`config.mk`:
```
export PLATFORM = sky130hd
export DESIGN_NAME = mole_scheduler
export DESIGN_NICKNAME = d
export VERILOG_FILES = /design/src/rtl/mole_pkg.sv /design/src/rtl/mole_hole_timer.sv /design/src/rtl/mole_scheduler.sv
export SDC_FILE = /design/constraint.sdc
export NUM_CORES = 1
export LEC_CHECK = 0
export BUFFER_PORTS_ARGS = -buffer_cell sky130_fd_sc_hd__buf_4
export CORE_UTILIZATION = 64
export DETAILED_ROUTE_END_ITERATION = 8
export PLACE_DENSITY = 0.81
export RECOVER_POWER = 25
export REMOVE_ABC_BUFFERS = 1
export SYNTH_ARGS = -nofsm -noshare
export SYNTH_HDL_FRONTEND = slang
export SYNTH_SLANG_ARGS = --single-unit
export TNS_END_PERCENT = 1
```
`constraint.sdc`:
```
create_clock -name clk -period 23.8 [get_ports clk]
set_input_delay 0 -clock clk [delete_from_list [all_inputs] [get_ports clk]]
set_output_delay 0 -clock clk [all_outputs]
set_load 0.05 [all_outputs]
```
`src/rtl/mole_pkg.sv`:
```
// Shared definitions for the whack-a-mole game controller: state encoding,
// grid geometry and small arithmetic helpers.
package mole_pkg;

    localparam int HOLE_W    = 4;
    localparam int NUM_HOLES = 9;

    localparam logic [1:0] ST_IDLE_ENC      = 2'd0;
    localparam logic [1:0] ST_COUNTDOWN_ENC = 2'd1;
    localparam logic [1:0] ST_PLAY_ENC      = 2'd2;
    localparam logic [1:0] ST_OVER_ENC      = 2'd3;

    typedef enum logic [1:0] {
        ST_IDLE      = ST_IDLE_ENC,
        ST_COUNTDOWN = ST_COUNTDOWN_ENC,
        ST_PLAY      = ST_PLAY_ENC,
        ST_OVER      = ST_OVER_ENC
    } state_t;

    // Adds b to a and clamps the result at max_v.
    function automatic logic [9:0] sat_add(input logic [9:0] a, input logic [9:0] b,
                                           input logic [9:0] max_v);
        logic [10:0] sum_v;
        sum_v = {1'b0, a} + {1'b0, b};
        if (sum_v > {1'b0, max_v}) begin
            return max_v;
        end else begin
            return sum_v[9:0];
        end
    endfunction

    function automatic logic [HOLE_W-1:0] mod9(input logic [9:0] v);
        logic [9:0] rem_v;
        rem_v = v % 10'd9;
        return rem_v[HOLE_W-1:0];
    endfunction

    function automatic logic [HOLE_W-1:0] popcount9(input logic [NUM_HOLES-1:0] v);
        logic [HOLE_W-1:0] n_v;
        n_v = {HOLE_W{1'b0}};
        for (int i = 0; i < NUM_HOLES; i++) begin
            n_v = n_v + {{(HOLE_W-1){1'b0}}, v[i]};
        end
        return n_v;
    endfunction

    function automatic logic [HOLE_W-1:0] next_hole(input logic [HOLE_W-1:0] h);
        if (h >= 4'(NUM_HOLES - 1)) begin
            return 4'd0;
        end else begin
            return h + 4'd1;
        end
    endfunction

endpackage

```
`src/rtl/mole_hole_timer.sv`:
```
// Per-hole show timer: a loaded mole stays visible for exactly load_val cycles
// unless cleared; expire_pulse flags the last visible cycle.
module mole_hole_timer
    import mole_pkg::*;
#(
    parameter int CNT_W = 32
) (
    input  logic             clk,
    input  logic             rst,
    input  logic             load,
    input  logic [CNT_W-1:0] load_val,
    input  logic             clear,
    output logic             active,
    output logic             expire_pulse
);

    logic [CNT_W-1:0] cnt_r;
    logic             active_r;

    // Countdown register; clear has priority so a hit or round end always wins.
    always_ff @(posedge clk) begin
        if (rst) begin
            cnt_r    <= {CNT_W{1'b0}};
            active_r <= 1'b0;
        end else if (clear) begin
            cnt_r    <= {CNT_W{1'b0}};
            active_r <= 1'b0;
        end else if (load) begin
            cnt_r    <= load_val;
            active_r <= 1'b1;
        end else if (active_r) begin
            if (cnt_r <= {{(CNT_W-1){1'b0}}, 1'b1}) begin
                cnt_r    <= {CNT_W{1'b0}};
                active_r <= 1'b0;
            end else begin
                cnt_r <= cnt_r - {{(CNT_W-1){1'b0}}, 1'b1};
            end
        end
    end

    assign active       = active_r;
    assign expire_pulse = active_r && (cnt_r <= {{(CNT_W-1){1'b0}}, 1'b1});

endmodule

```
`src/rtl/mole_scheduler.sv`:
```
// Whack-a-mole round controller: FSM, game clock, mole spawning, hits and misses.
// Optional MOLE_MISS_PENALTY_EN: a click on an empty hole during play counts as a miss.
module mole_scheduler
    import mole_pkg::*;
#(
    parameter int MAX_ACTIVE    = 3,
    parameter int TICKS_PER_SEC = 40_000_000,
    parameter int COUNTDOWN_S   = 3,
    parameter int GAME_S        = 60,
    parameter int SPAWN_PERIOD  = 40_000_000,
    parameter int SHOW_INIT     = 60_000_000,
    parameter int SHOW_MIN      = 24_000_000,
    parameter int SHOW_DEC      = 1_200_000,
    parameter int MAX_MISSES    = 5
) (
    input  logic                 clk,
    input  logic                 rst,
    input  logic                 start,
    input  logic [9:0]           random_number,
    input  logic                 hit_valid,
    input  logic [HOLE_W-1:0]    hit_hole,
    output logic [NUM_HOLES-1:0] active_mask,
    output logic                 spawn_pulse,
    output logic [HOLE_W-1:0]    spawn_hole,
    output logic [9:0]           score,
    output logic [3:0]           missed,
    output logic [6:0]           time_left,
    output logic [1:0]           game_state
);

    state_t              state_r, state_nxt_s;
    logic [31:0]         sec_cnt_r, spawn_cnt_r, show_time_r, show_nxt_s;
    logic [9:0]          score_r, score_nxt_s, miss_sum_s;
    logic [3:0]          missed_r, missed_nxt_s;
    logic [6:0]          time_left_r;
    logic                spawn_pulse_r;
    logic [HOLE_W-1:0]   spawn_hole_r;

    logic [NUM_HOLES-1:0] mask_s, expire_vec_s, exp_vec_s, hit_vec_s, load_vec_s, clear_vec_s;
    logic                 sec_tick_s, spawn_wrap_s, hit_ok_s, hit_any_s, pen_s;
    logic                 room_s, found_s, spawn_go_s, clear_all_s;
    logic [HOLE_W-1:0]    exp_cnt_s, probe_s, spawn_idx_s;

    assign sec_tick_s   = (sec_cnt_r == 32'(TICKS_PER_SEC - 1));
    assign spawn_wrap_s = (state_r == ST_PLAY) && (spawn_cnt_r == 32'(SPAWN_PERIOD - 1));
    assign hit_ok_s     = hit_valid && (hit_hole < 4'(NUM_HOLES)) && (state_r == ST_PLAY);
    assign room_s       = (popcount9(mask_s) < 4'(MAX_ACTIVE));
    assign clear_all_s  = (state_nxt_s != ST_PLAY);
    assign spawn_go_s   = spawn_wrap_s && room_s && found_s && !clear_all_s;

    // Per-hole hit decode; a hit masks that hole's expiry so it is never also a miss.
    always_comb begin
        hit_vec_s = {NUM_HOLES{1'b0}};
        for (int i = 0; i < NUM_HOLES; i++) begin
            hit_vec_s[i] = hit_ok_s && (hit_hole == 4'(i)) && mask_s[i];
        end
        hit_any_s = |hit_vec_s;
        exp_vec_s = expire_vec_s & ~hit_vec_s;
        exp_cnt_s = popcount9(exp_vec_s);
`ifdef MOLE_MISS_PENALTY_EN
        pen_s = hit_ok_s && !hit_any_s;
`else
        pen_s = 1'b0;
`endif
    end

    // Score, miss and show-time updates for the current cycle.
    always_comb begin
        miss_sum_s   = sat_add({6'd0, missed_r}, {6'd0, exp_cnt_s} + {9'd0, pen_s}, 10'd15);
        missed_nxt_s = miss_sum_s[3:0];
        if (hit_any_s) begin
            score_nxt_s = sat_add(score_r, 10'd1, 10'd1023);
        end else begin
            score_nxt_s = score_r;
        end
        if (hit_any_s && (show_time_r >= 32'(SHOW_MIN + SHOW_DEC))) begin
            show_nxt_s = show_time_r - 32'(SHOW_DEC);
        end else begin
            show_nxt_s = show_time_r;
        end
    end

    // Linear probe from random%9 for the first free hole, using last cycle's mask.
    always_comb begin
        probe_s     = mod9(random_number);
        found_s     = 1'b0;
        spawn_idx_s = 4'd0;
        for (int k = 0; k < NUM_HOLES; k++) begin
            if (!found_s && !mask_s[probe_s]) begin
                found_s     = 1'b1;
                spawn_idx_s = probe_s;
            end else begin
                found_s = found_s;
            end
            probe_s = next_hole(probe_s);
        end
        for (int i = 0; i < NUM_HOLES; i++) begin
            load_vec_s[i]  = spawn_go_s && (spawn_idx_s == 4'(i));
            clear_vec_s[i] = hit_vec_s[i] || clear_all_s;
        end
    end

    // Round FSM next-state logic.
    always_comb begin
        state_nxt_s = state_r;
        case (state_r)
            ST_IDLE, ST_OVER: begin
                if (start) begin
                    state_nxt_s = ST_COUNTDOWN;
                end else begin
                    state_nxt_s = state_r;
                end
            end
            ST_COUNTDOWN: begin
                if (sec_tick_s && (time_left_r <= 7'd1)) begin
                    state_nxt_s = ST_PLAY;
                end else begin
                    state_nxt_s = ST_COUNTDOWN;
                end
            end
            ST_PLAY: begin
                if ((missed_nxt_s >= 4'(MAX_MISSES)) || (sec_tick_s && (time_left_r <= 7'd1))) begin
                    state_nxt_s = ST_OVER;
                end else begin
                    state_nxt_s = ST_PLAY;
                end
            end
            default: state_nxt_s = ST_IDLE;
        endcase
    end

    // FSM state register.
    always_ff @(posedge clk) begin
        if (rst) begin
            state_r <= ST_IDLE;
        end else begin
            state_r <= state_nxt_s;
        end
    end

    // Second prescaler and HUD countdown.
    always_ff @(posedge clk) begin
        if (rst) begin
            sec_cnt_r   <= 32'd0;
            time_left_r <= 7'(GAME_S);
        end else begin
            case (state_r)
                ST_IDLE, ST_OVER: begin
                    sec_cnt_r <= 32'd0;
                    if (start) begin
                        time_left_r <= 7'(COUNTDOWN_S);
                    end
                end
                ST_COUNTDOWN: begin
                    if (sec_tick_s) begin
                        sec_cnt_r   <= 32'd0;
                        time_left_r <= (time_left_r <= 7'd1) ? 7'(GAME_S) : time_left_r - 7'd1;
                    end else begin
                        sec_cnt_r <= sec_cnt_r + 32'd1;
                    end
                end
                ST_PLAY: begin
                    if (sec_tick_s) begin
                        sec_cnt_r   <= 32'd0;
                        time_left_r <= time_left_r - 7'd1;
                    end else begin
                        sec_cnt_r <= sec_cnt_r + 32'd1;
                    end
                end
                default: sec_cnt_r <= 32'd0;
            endcase
        end
    end

    // Score, misses and difficulty ramp; a new round restarts all three.
    always_ff @(posedge clk) begin
        if (rst) begin
            score_r     <= 10'd0;
            missed_r    <= 4'd0;
            show_time_r <= 32'(SHOW_INIT);
        end else if (((state_r == ST_IDLE) || (state_r == ST_OVER)) && start) begin
            score_r     <= 10'd0;
            missed_r    <= 4'd0;
            show_time_r <= 32'(SHOW_INIT);
        end else if (state_r == ST_PLAY) begin
            score_r     <= score_nxt_s;
            missed_r    <= missed_nxt_s;
            show_time_r <= show_nxt_s;
        end
    end

    // Spawn period counter and registered spawn report.
    always_ff @(posedge clk) begin
        if (rst) begin
            spawn_cnt_r   <= 32'd0;
            spawn_pulse_r <= 1'b0;
            spawn_hole_r  <= 4'd0;
        end else begin
            if ((state_r != ST_PLAY) || spawn_wrap_s) begin
                spawn_cnt_r <= 32'd0;
            end else begin
                spawn_cnt_r <= spawn_cnt_r + 32'd1;
            end
            spawn_pulse_r <= spawn_go_s;
            if (spawn_go_s) begin
                spawn_hole_r <= spawn_idx_s;
            end
        end
    end

    for (genvar g = 0; g < NUM_HOLES; g++) begin : g_hole
        mole_hole_timer #(.CNT_W(32)) u_timer (
            .clk          (clk),
            .rst          (rst),
            .load         (load_vec_s[g]),
            .load_val     (show_time_r),
            .clear        (clear_vec_s[g]),
            .active       (mask_s[g]),
            .expire_pulse (expire_vec_s[g])
        );
    end

    assign active_mask = mask_s;
    assign spawn_pulse = spawn_pulse_r;
    assign spawn_hole  = spawn_hole_r;
    assign score       = score_r;
    assign missed      = missed_r;
    assign time_left   = time_left_r;
    assign game_state  = state_r;

endmodule
```
# Word level (Yosys, flattened, before mapping)

Index checks and enable logic that the tools add are counted.

Register bits: 421
Bits in latches: 0
Bits in writable memories: 0
Memory bits (read-only): 0
Bits of input ports: 18
Output and inout bits: 37
Word-level logic and storage cells: 349
Memories kept: 0

Add/subtract/negate cells: 39
Multipliers: 0
Div/mod/pow operators: 1
Order comparisons: 33
Eq/ne operators: 26
Shift operators: 0
Multiplexer cells: 111
Bitwise operators: 2
Reduce and logical (&&, ||, !) cells: 110

Operators by type and width:

| cell                                                                          | number |
|---|---|
| 32-bit two-way mux                                                            | 28 |
| 32-bit by 1-bit <= comparator with 1-bit output (second input constant)       | 9 |
| 32-bit by 1-bit subtractor with 32-bit output (second input constant)         | 9 |
| 4-bit two-way mux                                                             | 18 |
| 32-bit by 1-bit adder with 32-bit output (second input constant)              | 2 |
| 32-bit by 26-bit == test with 1-bit output (second input constant)            | 2 |
| 32-bit case mux with 2 select lines                                           | 1 |
| 1-bit logical AND                                                             | 53 |
| 1-bit two-way mux                                                             | 46 |
| 4-bit by 5-bit less-than comparator with 1-bit output (second input constant) | 9 |
| 4-bit by 1-bit adder with 4-bit output                                        | 10 |
| 1-bit binary-select mux with 4-bit select                                     | 9 |
| 4-bit by 1-bit adder with 4-bit output (second input constant)                | 8 |
| 4-bit by 3-bit == test with 1-bit output (second input constant)              | 8 |
| 32-bit by 25-bit >= comparator with 1-bit output (second input constant)      | 1 |
| 4-bit >= comparator (second input constant)                                   | 8 |
| 32-bit by 21-bit subtractor with 32-bit output (second input constant)        | 1 |
| 7-bit two-way mux                                                             | 4 |
| 2-bit OR reduction                                                            | 13 |
| 7-bit case mux with 3 select lines                                            | 1 |
| 2-bit nonzero test                                                            | 9 |
| 4-bit by 2-bit == test with 1-bit output (second input constant)              | 4 |
| 1-bit logical NOT                                                             | 16 |
| 1-bit logical OR                                                              | 12 |
| 28 further kinds                                                              | 41 |

# Longest topological paths before layout

Depth in word-level cells: 33
Depth in mapped cells: 62
Depth with buffers taken out: 52

# Hierarchy

From an unflattened synthesis, not the netlist that was laid out.

Cell total of the unflattened synthesis: 3799
Area, all modules: 29418.2 µm²

Modules (own cells, without submodules):

| module                                   | times used | cells each | area each (µm²) | seq. area each (µm²) |
|---|---|---|---|---|
| mole_hole_timer at g_hole[0].u_timer ... | 8          | 266        | 2090.8          | 660.6 |
| mole_scheduler                           | 1          | 1390       | 10581.4         | 2342.2 |
| mole_hole_timer at g_hole[5].u_timer     | 1          | 281        | 2110.8          | 660.6 |

# Worst setup path before layout

OpenSTA, ideal clock, no wires.

Path kind: input to register
From: input random_number[6]
To: register g_hole[8].u_timer.cnt_r[10]
Library setup time: 72 ps
Arrival time: 11877 ps
Data required time: 23728 ps
Path slack: 11851 ps
Cell stages on the path: 55
Path buffers: 9
Path through: buf_4 buf_6 nor2_1 nor2_1 a2111o_1 or4_1 a31o_1 a41oi_2 inv_1 ha_1 buf_1 o311ai_1 a311o_1 nand2_1 nor2_1 nor3_1 xnor2_1 ha_1 [19 not listed] ha_1 clkbuf_1 nand2_1 inv_1 ha_1 clkbuf_1 nand2_1 inv_1 ha_1 clkbuf_1 nor3_1 or4b_4 o221a_1 a311oi_4 o21ai_2 nor4_4 buf_6 mux2i_1

Word-level cells in the longest chain between the ends: 33
Elaborated cells on any way between the ends: 90
Classes of those cells: 8 x add/sub; 1 x div; 8 x order compare; 1 x eq/ne; 45 x mux; 27 x reduce/logical

RTL lines:

| item                                                                            | RTL line              | text |
|---|---|---|
| start, declared                                                                 | mole_scheduler.sv:19  | `input logic [9:0] random_number,` |
| 10-bit by 4-bit remainder unit with 10-bit output *                             | mole_pkg.sv:34        | `rem_v = v % 10'd9;` |
| branches (longest 30 deep; another with 4-bit by 1-bit adder with 4-bit output) | --                    |  |
| 1-bit logical AND *                                                             | mole_scheduler.sv:98  | `load_vec_s[i] = spawn_go_s && (spawn_idx_s == 4'(i));` |
| 32-bit two-way mux / 2-bit nonzero test (equally long branches)                 | --                    |  |
| end signal, assigned                                                            | mole_hole_timer.sv:26 | `cnt_r <= {CNT_W{1'b0}};` |
| end signal, assigned                                                            | mole_hole_timer.sv:29 | `cnt_r <= load_val;` |
| end signal, assigned                                                            | mole_hole_timer.sv:33 | `cnt_r <= {CNT_W{1'b0}};` |
| end, declared                                                                   | mole_hole_timer.sv:17 | `logic [CNT_W-1:0] cnt_r;` |

Mark *: on every way between the ends. The select of a mux whose other input is x is not followed.
A chain may end at the register's enable or synchronous reset.

# Worst setup path after layout

From: input random_number[6]
To: register g_hole[6].u_timer.cnt_r[1]

Word-level cells in the longest chain between the ends: 33
Elaborated cells on any way between the ends: 90
Classes of those cells: 8 x add/sub; 1 x div; 8 x order compare; 1 x eq/ne; 45 x mux; 27 x reduce/logical

RTL lines:

| item                                                                            | RTL line |
|---|---|
| 10-bit by 4-bit remainder unit with 10-bit output *                             | mole_pkg.sv:34 |
| branches (longest 30 deep; another with 4-bit by 1-bit adder with 4-bit output) | -- |
| 1-bit logical AND *                                                             | mole_scheduler.sv:98 |
| 32-bit two-way mux / 2-bit nonzero test (equally long branches)                 | -- |
| end signal, assigned                                                            | mole_hole_timer.sv:26 |
| end signal, assigned                                                            | mole_hole_timer.sv:29 |
| end signal, assigned                                                            | mole_hole_timer.sv:33 |
| end, declared                                                                   | mole_hole_timer.sv:17 |

Marked as above.

==> run summary <==
Worst Tran Pin Value: 2.193 ns
Vias in the first global route: 26978
CTS tree: done
Worst path required time: 24.21 ns
Core area: 0.04441 mm²
Leakage: 10.94 nW
Total congestion overflow: 0
Area leader, netlist: dfxtp_1
Final nets: 3887
Die ar.: 0.04600 mm²
DRC errors left: 0
Post-synth EDFFs: 0
Fmax: 71.84 MHz
Max cap viols: 8
IR drop worst, VDD: 0.3620 mV
Vias per Instance: 6.809
Pwr dens: 135.4 mW/mm²
Finish-stage setup viols: 0
Slew headroom: -46.19%
Pre-CTS WS: 9.714 ns
Fin crit share: 58.49%
Layout cell share with drive strength beyond 1: 7.043%
Outcome: finished, violations left
Syn_area_per_cell: 7.330 µm²
Worst Path Max Fanout: 54
Number of clock sinks: 414
Synthesized instance count: 3942
Setup Skew: 0.03337 ns
Seq/Total Area, Yosys: 28.68%
Buffers on Ports: 54
Most frequent CP cell: ha_1
Starting density of the core: 65.06%
N_diodes: 0
Slowest CP cell: or4b_4
Hold Path Class: primary input to flop
Max stage delay on crit path: 0.61 ns
Synth top area share: 28.68%
Clock Tree Root: clkbuf_16
Largest net degree at the start of global routing: 65
DR pass1 iterations: 7
Post-CTS Resized: 0
Ys flop type: dfxtp_1
Violated checks: capacitance limit, slew limit
Final Hold Fails: 0
Post-Route Setup TNS: 0 ns
Mapped Area: 0.02890 mm²
Total GRT Usage: 37.15%
Slew Limit Fails: 284
Post-DR wirelength/cell: 19.99 µm
Final WL: 88740 µm
H-tree depth: 2
Initial antenna violation count: 1
Main area contributors after synthesis: dfxtp_1 29%, o21ai_0 5.6%, nor2_1 5.2%
Boundary pin count: 55
Initial DRC count: 4172
Register bit count reported by yosys: 414
Die width: 214.5 µm
Crit path DAT: 14.33 ns
Num rows: 77
Min Tclk post-route: 13.92 ns
Setup Crit Path Kind: primary input to flop
Post-synth cell types: 125
Die height: 214.5 µm
Clk buf depth: 3
Critical path endpoint category: flop
RSZ-0062 raised after global routing: no
Reg clk slew, reported paths: 0.06 ns
Detail Route Antenna Nets: 0
Clk_lat worst skew: 0.61 ns
P&R area growth vs syn: 7.036%
Number of buffers created by CTS: 46
DR vias: 30232
GP Congestion: 0.9768
First-pass GRT wire length: 142000 µm
Setup WS post-layout: 9.880 ns
Critical Path Start Type: primary input
Hpwl dp: 56090 µm
Yosys synthesis warning count: 0
Ys async rst share: 0%
what timing repair did:
action,4_1_cts,5_1_grt
hold endpoints to repair,29,0
setup buffers,0,0
hold buffers,2,0
final cells by class:
type	count	area [µm²]
multi-input combinational	3128	19060
fill	3777	13480
sequential	414	8288
clock buffer	66	1336
timing repair buffer	122	778.2
tap	592	740.7
inverter	99	374.1
clock inverter	19	347.8
logic make-up after synthesis:
kind of cell | share of synthesized area (%)
adder cells (fa/ha/maj) | 2.836
AND/OR/NAND/NOR | 30.26
XOR/XNOR | 3.144
multiplexers | 4.282
AO/OA/AOI/OAI | 25.03
buffers and inverters | 5.772
flip-flops | 28.68
stage by stage:
step | instance area (µm²) | power [mW] | hold slack [ns] | util (%) | std cells
2_1_floorplan | 27600 | 2.671 | 0.06907 | - | 3641
3_3_place_gp | 29370 | 3.277 | 0.3576 | 66.12 | 4353
3_5_place_dp | 29370 | 3.308 | 0.3580 | 66.12 | 4353
4_1_cts | 31070 | 4.103 | 0.03310 | 69.96 | 4440
5_1_grt | 30930 | 4.425 | 0.09962 | 69.64 | 4440
6_report | 30930 | 4.187 | 0.09001 | 69.64 | 4440
cells in the mapped netlist, types with 93 or more instances:
library cell,n
inv_1,93
nand2_1,396
mux2i_1,109
nand4_1,125
dfxtp_1,414
nor4_1,102
a21oi_1,245
o31ai_1,128
nor3_1,275
nor2_1,404
o21ai_0,322
nand3_1,140
clkbuf_1,215
flip-flops by register name (all words and copies together) (netlist names):
register               cells
spawn_pulse                1
game_state                 2
sec_cnt_r                 32
g_hole.u_timer.cnt_r     288
missed                     4
spawn_cnt_r               32
g_hole.u_timer.active      9
spawn_hole                 4
score                     10
time_left                  7
show_time_r               25
cell usage in the layout, fill, tap and decap left out, types with 20 or more instances in the layout:
master and instances:
dfxtp_1 414, nor2_1 403, nand2_1 395, o21ai_0 322, nor3_1 271, a21oi_1 243, nand3_1 140, o31ai_1 128
nand4_1 125, mux2i_1 109, nor4_1 97, inv_1 93, buf_4 82, xor2_1 63, and3_1 58, ha_1 47
clkbuf_1 47, clkbuf_16 46, or3_1 44, nand2b_1 40, and2_1 35, xnor2_1 35, a22oi_1 24, or2_2 23
a22o_1 22, o22ai_1 21, o2bb2ai_1 20, o41ai_1 20
layer usage:
metal / track usage (%) / part of all wire, % / vias to the layer above
met3: 7.248 / 11 / 309
met2: 55.96 / 42 / 1518
met1: 50.33 / 41 / 14031
met5: 0 / 0.015 / -
li1: - / - / 14372
met4: 19.17 / 5.3 / 2
critical path: cells and delay by family:
| kind | cells | cell delay, ns |
|---|---|---|
| fa+ha+maj | 8 | 3.04 |
| mux | 1 | 0.37 |
| simple gates | 20 | 5.41 |
| buf+inv | 9 | 1.65 |
| xor+xnor | 1 | 0.31 |
| compound gates | 14 | 3.50 |
where the power goes:
| part | switching (mW) | internal (mW) |
|---|---|---|
| clock | 0.311 | 0.480 |
| combinational | 1.85 | 0.845 |
| sequential | 0.00240 | 0.695 |
| total | 2.17 | 2.02 |
worst paths after layout:
path                         startpoint  cells past startpoint                     endpoint  slack, ns
max                    random_number[6]                     53   g_hole[6].u_timer.cnt_r[1]       9.88
max reg2reg  g_hole[0].u_timer.cnt_r[8]                     30  g_hole[4].u_timer.cnt_r[14]      15.34
min                         hit_hole[0]                      3     g_hole[7].u_timer.active       0.09
min reg2reg              spawn_cnt_r[0]                      1               spawn_cnt_r[0]       0.46
(Power assumes the default switching activity.)
